$ cat config.mk
export PLATFORM = sky130hd
export DESIGN_NAME = hazard_scoreboard
export DESIGN_NICKNAME = d
export VERILOG_FILES = /design/src/rtl/hazard_scoreboard.sv
export SDC_FILE = /design/constraint.sdc
export NUM_CORES = 1
export LEC_CHECK = 0
export CAP_MARGIN = 20
export CORE_ASPECT_RATIO = 1.5
export CORE_MARGIN = 2
export CORE_UTILIZATION = 52
export DETAILED_ROUTE_END_ITERATION = 10
export MAX_ROUTING_LAYER = met4
export PLACE_DENSITY_LB_ADDON = 0.12
export SYNTH_ARGS = -nofsm -noshare
export SYNTH_HDL_FRONTEND = slang
export SYNTH_SLANG_ARGS = --single-unit
$ cat constraint.sdc
create_clock -name clk -period 2.95 [get_ports clk]
set_input_delay 0.4425 -clock clk [delete_from_list [all_inputs] [get_ports clk]]
set_output_delay 0.4425 -clock clk [all_outputs]
set_load 0.02 [all_outputs]
$ cat src/rtl/hazard_scoreboard.sv
`default_nettype none
// ============================================================================
// hazard_scoreboard : in-flight register-write tracker for the ID stage.
//   Raises stall on read-after-write hazards and counts stall cycles.
//   Optional forwarding selects are enabled by defining FORWARDING_EN.
// Revision: 1.0
// ============================================================================
module hazard_scoreboard #(
  parameter int REG_ADDR_W    = 3,
  parameter int PIPE_DEPTH    = 4,
  parameter int FWD_MIN_STAGE = 1,
  parameter int LD_FWD_STAGE  = 2,
  parameter int CNT_W         = 16,
  localparam int FS_W         = $clog2(PIPE_DEPTH + 1)
) (
  input  logic                  clk,
  input  logic                  rst,
  input  logic                  issue_valid,
  input  logic                  issue_reg_write,
  input  logic                  issue_is_load,
  input  logic [REG_ADDR_W-1:0] issue_rd,
  input  logic                  src_a_valid,
  input  logic [REG_ADDR_W-1:0] src_a_addr,
  input  logic                  src_b_valid,
  input  logic [REG_ADDR_W-1:0] src_b_addr,
  input  logic                  flush,
  input  logic                  cnt_clear,
  output logic                  stall,
  output logic [FS_W-1:0]       fwd_sel_a,
  output logic [FS_W-1:0]       fwd_sel_b,
  output logic [FS_W-1:0]       inflight_count,
  output logic [CNT_W-1:0]      stall_cycles
);

`ifdef FORWARDING_EN
  localparam bit FWD_EN = 1'b1;
`else
  localparam bit FWD_EN = 1'b0;
`endif
  localparam logic [CNT_W-1:0] CNT_MAX = '1;

  logic [PIPE_DEPTH-1:0] valid_q, valid_d;
  logic [PIPE_DEPTH-1:0] ld_q, ld_d;
  logic [REG_ADDR_W-1:0] rd_q [PIPE_DEPTH];
  logic [REG_ADDR_W-1:0] rd_d [PIPE_DEPTH];
  logic [CNT_W-1:0]      cnt_q, cnt_d;

  logic                  push;
  logic [1:0]            src_vld;
  logic [REG_ADDR_W-1:0] src_addr [2];
  logic [1:0]            hit;
  logic [1:0]            hit_ld;
  logic [1:0]            unres;
  int                    hit_stage [2];
  logic [FS_W-1:0]       fsel [2];

  // Scan oldest to youngest so the youngest matching stage is the one kept.
  always_comb begin
    src_vld     = {src_b_valid, src_a_valid};
    src_addr[0] = src_a_addr;
    src_addr[1] = src_b_addr;
    hit         = '0;
    hit_ld      = '0;
    unres       = '0;
    for (int x = 0; x < 2; x++) begin
      hit_stage[x] = 0;
      fsel[x]      = '0;
      for (int s = PIPE_DEPTH - 1; s >= 0; s--) begin
        if (src_vld[x] && valid_q[s] && (rd_q[s] == src_addr[x])) begin
          hit[x]       = 1'b1;
          hit_ld[x]    = ld_q[s];
          hit_stage[x] = s;
        end
      end
      if (hit[x]) begin
        if (FWD_EN && (hit_ld[x] ? (hit_stage[x] >= LD_FWD_STAGE)
                                 : (hit_stage[x] >= FWD_MIN_STAGE)))
          fsel[x] = FS_W'(hit_stage[x] + 1);
        else
          unres[x] = 1'b1;
      end
    end
  end

  always_comb begin
    stall     = issue_valid & ~flush & (|unres);
    push      = issue_valid & issue_reg_write & ~stall & ~flush;
    fwd_sel_a = fsel[0];
    fwd_sel_b = fsel[1];
  end

  // A flush kills the stage-0 write instead of letting it age into stage 1.
  always_comb begin
    valid_d[0] = push;
    rd_d[0]    = issue_rd;
    ld_d[0]    = issue_is_load;
    for (int s = 1; s < PIPE_DEPTH; s++) begin
      valid_d[s] = valid_q[s-1] & ~(flush && (s == 1));
      rd_d[s]    = rd_q[s-1];
      ld_d[s]    = ld_q[s-1];
    end
  end

  always_comb begin
    cnt_d = cnt_q;
    if (cnt_clear)
      cnt_d = '0;
    else if (stall && (cnt_q != CNT_MAX))
      cnt_d = cnt_q + CNT_W'(1);
  end

  always_ff @(posedge clk) begin
    if (rst) begin
      valid_q <= '0;
      cnt_q   <= '0;
    end else begin
      valid_q <= valid_d;
      cnt_q   <= cnt_d;
    end
  end

  always_ff @(posedge clk) begin
    ld_q <= ld_d;
    for (int s = 0; s < PIPE_DEPTH; s++)
      rd_q[s] <= rd_d[s];
  end

  always_comb begin
    inflight_count = FS_W'($countones(valid_q));
    stall_cycles   = cnt_q;
  end

endmodule
`default_nettype wire

# Yosys cells after proc, flatten, opt, wreduce, memory -nomap -nowiden
# Memory sizes are Yosys's and may differ from the RTL's.
# Cells that the tools add are included.
# W data, S select, Z words.
[op_classes] addsub=4 eq_ne=9 n_mux=10 bitwise_logic=8 n_reduce_logical=19
[ops] cell="$eq A3 B3 Y1" n=8
[ops] cell="$logic_and A1 B1 Y1" n=17
[ops] cell="$add A16 B1 Y16 const B" n=1
[ops] cell="$ne A16 B16 Y1 const B" n=1
[ops] cell="$mux W1" n=10
[ops] cell="$and A1 B1 Y1" n=6
[ops] cell="$add A1 B1 Y2" n=2
[ops] cell="$reduce_or A2 Y1" n=2
[ops] cell="$add A2 B2 Y3" n=1
[ops] cell="$not A1 Y1" n=2
[word_totals] register_bits=20 ram_bits=12 input_bits=18 elab_cells=53 n_memories=1
[memory_table] name="rd_q" words=4 width=3 read_ports=4 rd_clocked_by_memory_dff=0 wr=4 line_no="44" rtl="logic [REG_ADDR_W-1:0] rd_q [PIPE_DEPTH];"

# Depth between registers and ports, before layout
# Gate-level depths: netlist of run 1.
# An unclocked memory read counts as a cell.
[logic_depth] ltp_word=13 ltp_mapped=7

# Least setup slack after synthesis of run 1
# No wires, ideal clock.
[synth_timing] path_type="input to output" startpoint="input src_a_addr[2]" endpoint="output stall" arrival_time_ns=1.507 required_time_ns=2.508 path_slack_ns=1.001 stages=5 path_buffers=1 path_cell_list="xor2_1 -> nor4_1 -> nor4_2 -> a21oi_2 -> buf_6"
[synth_via] elab_chain_cells=9 word_cells_on_any_way=15 classes_between="4 x eq/ne; 5 x mux; 1 x bitwise; 5 x reduce/logical"
[synth_lines] element="start: declaration" line_no="23" rtl="input logic [REG_ADDR_W-1:0] src_a_addr,"
[synth_lines] element="$eq A3 B3 Y1" line_no="69" rtl="if (src_vld[x] && valid_q[s] && (rd_q[s] == src_addr[x])) begin"
[synth_lines] element="$logic_and A1 B1 Y1" line_no="69"
[synth_lines] element="$mux W1 (3 in a row)" line_no="69"
[synth_lines] element="$mux W1 (*)" line_no="69"
[synth_lines] element="$mux W1 (*)" line_no="75" rtl="if (hit[x]) begin"
[synth_lines] element="$reduce_or A2 Y1 (*)" line_no="86" rtl="stall = issue_valid & ~flush & (|unres);"
[synth_lines] element="$and A1 B1 Y1 (*)" line_no="86"
[synth_lines] element="end: declaration" line_no="28" rtl="output logic stall,"
# Every way passes the cells marked *; elsewhere a longest branch is shown, timed or not.

# Worst setup path after layout of run 1
[layout_timing] startpoint="register valid_q[0]" endpoint="output inflight_count[1]"
[layout_via] elab_chain_cells=2
[layout_lines] element="start: declaration" line_no="42" rtl="logic [PIPE_DEPTH-1:0] valid_q, valid_d;"
[layout_lines] element="start signal: assignment" line_no="117" rtl="valid_q <= valid_d;"
[layout_lines] element="$add A1 B1 Y2 (implied by the code)" line_no="129" rtl="inflight_count = FS_W'($countones(valid_q));"
[layout_lines] element="$add A2 B2 Y3 (implied by the code)" line_no="129"
[layout_lines] element="end: declaration" line_no="31" rtl="output logic [FS_W-1:0] inflight_count,"
# No other way between the ends.

==> results of run 1 <==
-- layer usage --
| layer | vias to the layer above | part of all wire | track usage |
|---|---|---|---|
| li1 | 734 | - | - |
| met2 | 50 | 0.54 | 0.439 |
| met3 | 13 | 0.044 | 0.0447 |
| met5 | - | 0 | - |
| met1 | 692 | 0.38 | 0.257 |
| met4 | 0 | 0.031 | 0.138 |
-- power by group --
group	internal (mW)	switching, mW	total (mW)
sequential	0.441	0.00916	0.451
clock	0.250	0.171	0.421
combinational	0.0388	0.0463	0.0851
total	0.730	0.226	0.956
-- area by class of cell --
| class | instances | area, sq um | share of cell area |
|---|---|---|---|
| Clock buffer | 5 | 68.8 | 0.0315 |
| Clock inverter | 3 | 42.5 | 0.0195 |
| Inverter | 8 | 30.0 | 0.0138 |
| Multi-Input combinational cell | 139 | 961 | 0.440 |
| Sequential cell | 32 | 641 | 0.294 |
| Tap cell | 40 | 50.0 | 0.0229 |
| Timing Repair Buffer | 40 | 389 | 0.178 |
-- cell usage after synthesis --
master     n
a41o_1     7
o41ai_1    2
mux2i_1    3
nand3_1    3
nor4_2     2
and3_4     1
nand4_1    3
xor2_1    24
buf_2      1
nor4_1     8
a31o_1     3
a211oi_1   1
buf_6      1
nand3_2    2
conb_1     1
o311ai_0   2
a21oi_1    2
nor4b_1    1
buf_4      6
inv_1      8
fa_1       1
nor3b_1    1
clkbuf_1   3
xnor2_1    1
and4_4     1
o211ai_1   1
nor3_1     2
and4_1     1
ha_1       3
a31oi_1    6
or3_1      4
dfxtp_1   32
and3_1     3
nand2_1   25
nor2_1    12
and2_1     1
or4_4      1
or2_2      1
nand2b_1   1
nor2b_1    1
a21oi_2    3
-- sequential cells by signal, summed over array words and instances (netlist names) --
signal	count
valid_q	4
rd_q	12
stall_cycles	16
-- logic make-up after synthesis --
kind of cell	count (synthesis)
AOI/OAI and AO/OA	27
xor gates and xnor gates	25
adders and majority gates	4
buffers and inverters	19
DFF	32
muxes	3
other	1
and+or+nand+nor	74
-- worst paths after layout --
check | start | end | slack (ns) | cells past startpoint
min reg2reg | rd_q[1][0] | rd_q[2][0] | 0.39 | 0
max | valid_q[0] | inflight_count[1] | 0.20 | 6
min | rd_q[1][0] | rd_q[2][0] | 0.39 | 0
max reg2reg | stall_cycles[0] | stall_cycles[8] | 0.93 | 6
-- per-stage QoR --
step                      TNS, ns  setup slack, ns  cell area (sq um)  total power, mW  hold slack (ns)
after floorplan                 0             1.00               1700            0.507            0.373
after global placement          0           0.0131               2070            0.540            0.376
after detailed placement  -0.0758          -0.0758               2070            0.543            0.380
after CTS                       0            0.186               2180            0.968            0.391
after global routing            0           0.0699               2180            0.996            0.397
final                           0            0.196               2180            0.956            0.389
-- cell usage in the layout (no fill, tap or decap), types with 2 or more instances in the layout --
cell,netlist,layout
and3_1,3,3
dfxtp_1,32,32
nor3_1,2,2
a41o_1,7,7
inv_1,8,8
or3_1,4,4
a21oi_1,2,2
o41ai_1,2,2
a31oi_1,6,6
nor4_2,2,3
a31o_1,3,3
clkbuf_8,0,5
a21oi_2,3,3
xor2_1,24,24
buf_4,6,4
ha_1,3,3
clkdlybuf4s50_1,0,35
nor2_1,12,12
conb_1,1,6
nand2_1,25,25
o311ai_0,2,2
nand4_1,3,3
nand3_1,3,3
nand3_2,2,2
mux2i_1,3,3
nor4_1,8,7
-- what timing repair did --
action	in CTS	in global routing
hold buffers	0	0
resized for setup	2	0
endpoints found under the setup margin	1	0
==> results.json, run 1 <==
{
  "critPathTopFamily": "adder cells",
  "ir_worst_vdd_v": 0.000390,
  "drive_above_1_share": 0.106,
  "avgSynthCellArea_sq_um": 9.08,
  "clock-sinks": 32,
  "dieArea_sq_mm": 0.00371,
  "maxSlewViolCount": 0,
  "synth_compound_area_frac": 0.131,
  "dp.cells": 259,
  "synth_mux_area_frac": 0.0179,
  "end_kind": "output pin",
  "num_vias": 1489,
  "hold_class": "reg -> reg",
  "synth_top_family_by_area": "simple AND/OR/NAND/NOR gates",
  "numCtsBuffers": 5,
  "synth_top_area_frac": 0.382,
  "finalNetCount": 248,
  "hold_viol_final": 0,
  "grt_pass1_wl_mm": 6.73,
  "worstPathMaxFanout": 3,
  "cp.arrival_ns": 2.31,
  "slowest_delay_ns": 0.59,
  "drv_cap": 0,
  "finalNonFillerCells": 267,
  "tritoncts": "built",
  "drt_wl_total_mm": 4.04,
  "fin_crit_ns": 2.75,
  "grt.total_usage": 0.248,
  "synthSimpleGateAreaFrac": 0.241,
  "finalWeightedCongestion": 0.790,
  "portBuffers": 36,
  "synthToLayoutAreaGrowth_pct": 30.0,
  "fillCellCount": 269,
  "grt_pass1_vias": 1503,
  "drt-pass1-iter-count": 4,
  "diodes": 0,
  "num_rows": 25,
  "cp_data_required_time_ns": 2.51,
  "path_class": "reg -> out",
  "wl_per_cell_um": 15.1,
  "status": "completed",
  "critPathLaunchType": "flip-flop",
  "syn-instance-count": 185,
  "ant_nets": 0,
  "p_leak_nw": 0.900,
  "h-tree-depth": 2,
  "cts_setup_buffers": 0,
  "io_pins": 44,
  "min_period_over_period": 0.934,
  "synth_xor_area_frac": 0.130,
  "dpl.hpwl_mm": 2.98,
  "clk_pin_slew_ns": 0.07,
  "cp_cell_sequence": "inv_1 -> fa_1 -> inv_1 -> ha_1 -> ha_1 -> clkdlybuf4s50_1",
  "grt-ovfl-total": 0,
  "die_y_um": 73.6,
  "die-width_um": 50.4,
  "detail_route.vias_per_cell": 5.58,
  "synth.cell_area_sq_mm": 0.00168,
  "ys_top_cells_by_area": "dfxtp_1 (38%), xor2_1 (13%), nand2_1 (5.6%)",
  "core_area_sq_mm": 0.00313,
  "grt_max_degree": 15,
  "crit_path_top_delay_cell": "clkdlybuf4s50_1",
  "critPathBufInv": 3,
  "setup_viol": 0,
  "route.detailed.drc": 0,
  "yosysSeqAreaShare": 0.382,
  "ys_warn_count": 0,
  "rsz0062_at_grt": "no",
  "clk_path_buf_depth": 2,
  "pwr_density_cell_mw_per_mm2": 438,
  "fin_skew_ns": 0.00512,
  "fmax_mhz": 363,
  "start_util": 0.537,
  "cts-root-buf": "clkbuf_8",
  "post-route-util": 0.698,
  "clk_latency_ns": 0.29,
  "synthAdderAreaFrac": 0.0343,
  "antenna_found_initial": 0,
  "first_iter_violations": 53,
  "ys_types": 41,
  "yosys.area.top_type": "dfxtp_1",
  "ys_ff_latch": 32
}
Note: power is estimated with default switching activity, not from simulation.
==> inputs of run 2 (changes only) <==
--- a/config.mk
+++ b/config.mk
@@ -12,6 +12,7 @@
 export DETAILED_ROUTE_END_ITERATION = 10
 export MAX_ROUTING_LAYER = met4
 export PLACE_DENSITY_LB_ADDON = 0.12
+export SKIP_CTS_REPAIR_TIMING = 1
 export SYNTH_ARGS = -nofsm -noshare
 export SYNTH_HDL_FRONTEND = slang
 export SYNTH_SLANG_ARGS = --single-unit
==> constraint.sdc (replaced) <==
create_clock -name clk -period 2.95 [get_ports clk]
set_input_delay 0.59 -clock clk [delete_from_list [all_inputs] [get_ports clk]]
set_output_delay 0.59 -clock clk [all_outputs]
set_load 0.02 [all_outputs]
==> run 2 against run 1 <==
Against the previous run: setup slack got worse by 0.083 ns; utilization rose by 0.60 points; critical endpoint is now stall; total power rose by 0.23%; count of clock-buffer cells in the layout did not move.
==> results.json, run 2 (same netlist as run 1, synthesis figures left out) <==
{
  "pwr_density_cell_mw_per_mm2": 436,
  "ir_worst_vdd_v": 0.000425,
  "tritoncts": "built",
  "critPathBufInv": 2,
  "critPathLaunchType": "input pin",
  "num_rows": 25,
  "drt_wl_total_mm": 3.93,
  "p_leak_nw": 0.921,
  "numCtsBuffers": 5,
  "grt_pass1_wl_mm": 6.56,
  "io_pins": 44,
  "antenna_found_initial": 0,
  "end_kind": "output pin",
  "route.detailed.drc": 0,
  "drt-pass1-iter-count": 4,
  "maxSlewViolCount": 0,
  "setup_viol": 0,
  "rrSetupSlack_ns": 0.97,
  "first_iter_violations": 16,
  "hold_viol_final": 0,
  "grt-ovfl-total": 0,
  "fmax_mhz": 352,
  "hold_class": "reg -> reg",
  "rsz0062_at_grt": "no",
  "detail_route.vias_per_cell": 5.57,
  "core_area_sq_mm": 0.00313,
  "worstPathMaxFanout": 4,
  "synthToLayoutAreaGrowth_pct": 31.1,
  "critPathTopFamily": "buffers and inverters",
  "h-tree-depth": 2,
  "num_vias": 1492,
  "cts-root-buf": "clkbuf_8",
  "grt_max_degree": 15,
  "layout_common_cells": "clkdlybuf4s50_1 (34), dfxtp_1 (32), nand2_1 (25), xor2_1 (24), nor2_1 (12)",
  "finalNetCount": 249,
  "timing.hold.ws_ns": 0.394,
  "cp_data_required_time_ns": 2.36,
  "critPathCapture": "stall",
  "path_class": "in -> out",
  "clk_latency_ns": 0.28,
  "fin_crit_ns": 2.84,
  "clock-sinks": 32,
  "slowest_delay_ns": 0.52,
  "cp.arrival_ns": 2.25,
  "min_period_over_period": 0.962,
  "die_y_um": 73.6,
  "diodes": 0,
  "fin_skew_ns": 0.00369,
  "crit_path_top_delay_cell": "clkdlybuf4s50_1",
  "clk_path_buf_depth": 2,
  "largest_register_ffs": 16,
  "portBuffers": 36,
  "setup-tns-final_ns": 0,
  "cp_cell_sequence": "clkdlybuf4s50_1 -> xor2_1 -> nor4_1 -> nor4_2 -> a21oi_2 -> clkbuf_2",
  "dpl.hpwl_mm": 2.96,
  "die-width_um": 50.4,
  "drive_above_1_share": 0.123,
  "reg2reg_depth": 6,
  "ant_nets": 0,
  "crit_cells": 6,
  "drv_cap": 0,
  "start_util": 0.537,
  "dieArea_sq_mm": 0.00371,
  "wl_per_cell_um": 14.7,
  "worstReg2RegStart": "stall_cycles[3]",
  "status": "completed",
  "rr_endpoint": "stall_cycles[8]",
  "layout_commonest_cell": "clkdlybuf4s50_1",
  "crit_start": "src_a_addr[2]",
  "finalWeightedCongestion": 0.834,
  "clk_pin_slew_ns": 0.07,
  "grt.total_usage": 0.244,
  "grt_pass1_vias": 1485
}
[run 2: worst min-delay path by stage]
stage / startpoint / to / slack, ns / depth (start not counted)
after floorplan: rd_q[0][0] / rd_q[1][0] / 0.37 / 0
after global placement: rd_q[1][0] / rd_q[2][0] / 0.38 / 0
after detailed placement: rd_q[1][0] / rd_q[2][0] / 0.39 / 0
after CTS: rd_q[1][1] / rd_q[2][1] / 0.40 / 0
after global routing: rd_q[1][1] / rd_q[2][1] / 0.40 / 0
final: rd_q[1][0] / rd_q[2][0] / 0.39 / 0
[run 2: layout make-up]
class | instances | area, sq um
Multi-Input combinational cell | 139 | 973
Fill cell | 250 | 927
Sequential cell | 32 | 641
Timing Repair Buffer | 41 | 395
Clock buffer | 5 | 68.8
Tap cell | 40 | 50.0
Clock inverter | 3 | 42.5
Inverter | 8 | 30.0
[run 2: through the flow]
stage | utilization | std cells | worst slack [ns] | area [sq um] | total power [mW]
finish | 0.704 | 268 | 0.112 | 2200 | 0.959
global route | 0.704 | 268 | 0.0205 | 2200 | 0.996
CTS | 0.698 | 268 | -0.336 | 2180 | 0.968
detailed placement | 0.663 | 260 | -0.324 | 2070 | 0.544
global placement | 0.663 | 260 | -0.285 | 2070 | 0.541
floorplan | - | 190 | 0.706 | 1700 | 0.507
[run 2: layer usage]
metal	vias to the layer above	share of wire	track usage	routed length, um
li1	738	-	-	-
met1	709	0.40	0.241	1580
met2	35	0.54	0.434	2110
met3	10	0.032	0.0528	126
met4	0	0.032	0.144	126
met5	-	0	-	0
[run 2: power breakdown]
| part | switching, mW | internal (mW) | total (mW) |
|---|---|---|---|
| Sequential | 0.00957 | 0.441 | 0.451 |
| Combinational | 0.0461 | 0.0398 | 0.0859 |
| Clock | 0.172 | 0.250 | 0.422 |
==> inputs of run 3 (changes only) <==
--- a/config.mk
+++ b/config.mk
@@ -6,7 +6,7 @@
 export NUM_CORES = 1
 export LEC_CHECK = 0
 export CAP_MARGIN = 20
-export CORE_ASPECT_RATIO = 1.5
+export CORE_ASPECT_RATIO = 1.1
 export CORE_MARGIN = 2
 export CORE_UTILIZATION = 52
 export DETAILED_ROUTE_END_ITERATION = 10
==> run 3 against run 2 <==
Against the previous run: final cell count shrank 3.0%; fmax is 0.68% higher; setup slack improved by 0.019 ns; highest routed layer unchanged.
==> results.json, run 3 (same netlist as run 1, synthesis figures left out) <==
{
  "grt_pass1_wl_mm": 6.32,
  "clk_pin_slew_ns": 0.09,
  "post-route-util": 0.688,
  "io_pins": 44,
  "drv_cap": 0,
  "cp.arrival_ns": 2.23,
  "largest_register_ffs": 16,
  "layout_common_cells": "clkdlybuf4s50_1 (34), dfxtp_1 (32), nand2_1 (25), xor2_1 (24), nor2_1 (12)",
  "grt.total_usage": 0.229,
  "num_vias": 1476,
  "grt_pass1_vias": 1418,
  "hold_class": "reg -> reg",
  "finalWeightedCongestion": 0.754,
  "critPathLaunchType": "input pin",
  "end_kind": "output pin",
  "drive_above_1_share": 0.0973,
  "fin_ws_ns": 0.132,
  "wl_per_cell_um": 15.0,
  "core_area_sq_mm": 0.00307,
  "cp_data_required_time_ns": 2.36,
  "fmax_mhz": 355,
  "drt-pass1-iter-count": 4,
  "path_class": "in -> out",
  "fin_skew_ns": 0.00489,
  "drt_wl_total_mm": 3.91,
  "numCtsBuffers": 5,
  "grt_max_degree": 17,
  "h-tree-depth": 2,
  "dpl.hpwl_mm": 2.94,
  "clk_path_buf_depth": 2,
  "cts-root-buf": "clkbuf_4",
  "first_iter_violations": 62,
  "hold_viol_final": 0,
  "maxSlewViolCount": 0,
  "portBuffers": 36,
  "route.detailed.drc": 0,
  "ant_nets": 0,
  "pre_cts_slack_ns": -0.253,
  "min_period_over_period": 0.955,
  "pwr_density_cell_mw_per_mm2": 360,
  "tritoncts": "built",
  "fin_crit_ns": 2.82,
  "antenna_found_initial": 0,
  "clk_latency_ns": 0.33,
  "dieArea_sq_mm": 0.00370,
  "p_leak_nw": 0.907,
  "finalNetCount": 248,
  "num_rows": 21,
  "finalNonFillerCells": 260,
  "clock-sinks": 32,
  "start_util": 0.546,
  "die-width_um": 58.2,
  "ir_worst_vdd_v": 0.000305,
  "status": "completed",
  "synthToLayoutAreaGrowth_pct": 26.0,
  "setup_viol": 0,
  "layout_commonest_cell": "clkdlybuf4s50_1",
  "worstPathMaxFanout": 4,
  "grt-ovfl-total": 0,
  "diodes": 0,
  "rsz0062_at_grt": "no",
  "detail_route.vias_per_cell": 5.68,
  "die_y_um": 63.6,
  "dp.cells": 253
}
[run 3: where the power goes]
group / leakage [nW] / switching [mW] / internal [mW]
clock network: 0.0281 / 0.141 / 0.0876
registers: 0.262 / 0.00852 / 0.441
logic: 0.616 / 0.0445 / 0.0388
[run 3: layout make-up]
type	count	area (sq um)
inverter	8	30.0
timing repair buffer	40	395
fill	264	958
tap	34	42.5
clock buffer	6	41.3
multi-input combinational	139	961
sequential	32	641
clock inverter	1	5.00
[run 3: critical path: stages]
cell and delay (ns):
clkdlybuf4s50_1 0.52, xor2_1 0.21, nor4_1 0.33, nor4_2 0.11, a21oi_2 0.21, dlymetal6s2s_1 0.25
[run 3: worst paths after layout]
path | startpoint | end | slack [ns] | depth (start not counted)
worst min register to register | rd_q[2][2] | rd_q[3][2] | 0.39 | 0
worst min-delay path | rd_q[2][2] | rd_q[3][2] | 0.39 | 0
worst max-delay path | src_a_addr[0] | stall | 0.13 | 6
worst max register to register | stall_cycles[0] | stall_cycles[8] | 0.91 | 6
[run 3: per-stage QoR]
step	TNS, ns	hold WS (ns)	area (sq um)	total power, mW
floorplan	0	0.373	1700	0.507
global placement	-0.262	0.376	2060	0.541
detailed placement	-0.253	0.379	2060	0.542
CTS	-0.347	0.392	2100	0.767
global route	0	0.403	2120	0.794
finish	0	0.391	2120	0.761
[run 3: metal layers]
layer | share of wire | vias up | track usage
li1 | - | 734 | -
met1 | 0.40 | 668 | 0.249
met2 | 0.52 | 66 | 0.395
met3 | 0.060 | 8 | 0.0595
met4 | 0.017 | 0 | 0.0814
met5 | 0 | - | -
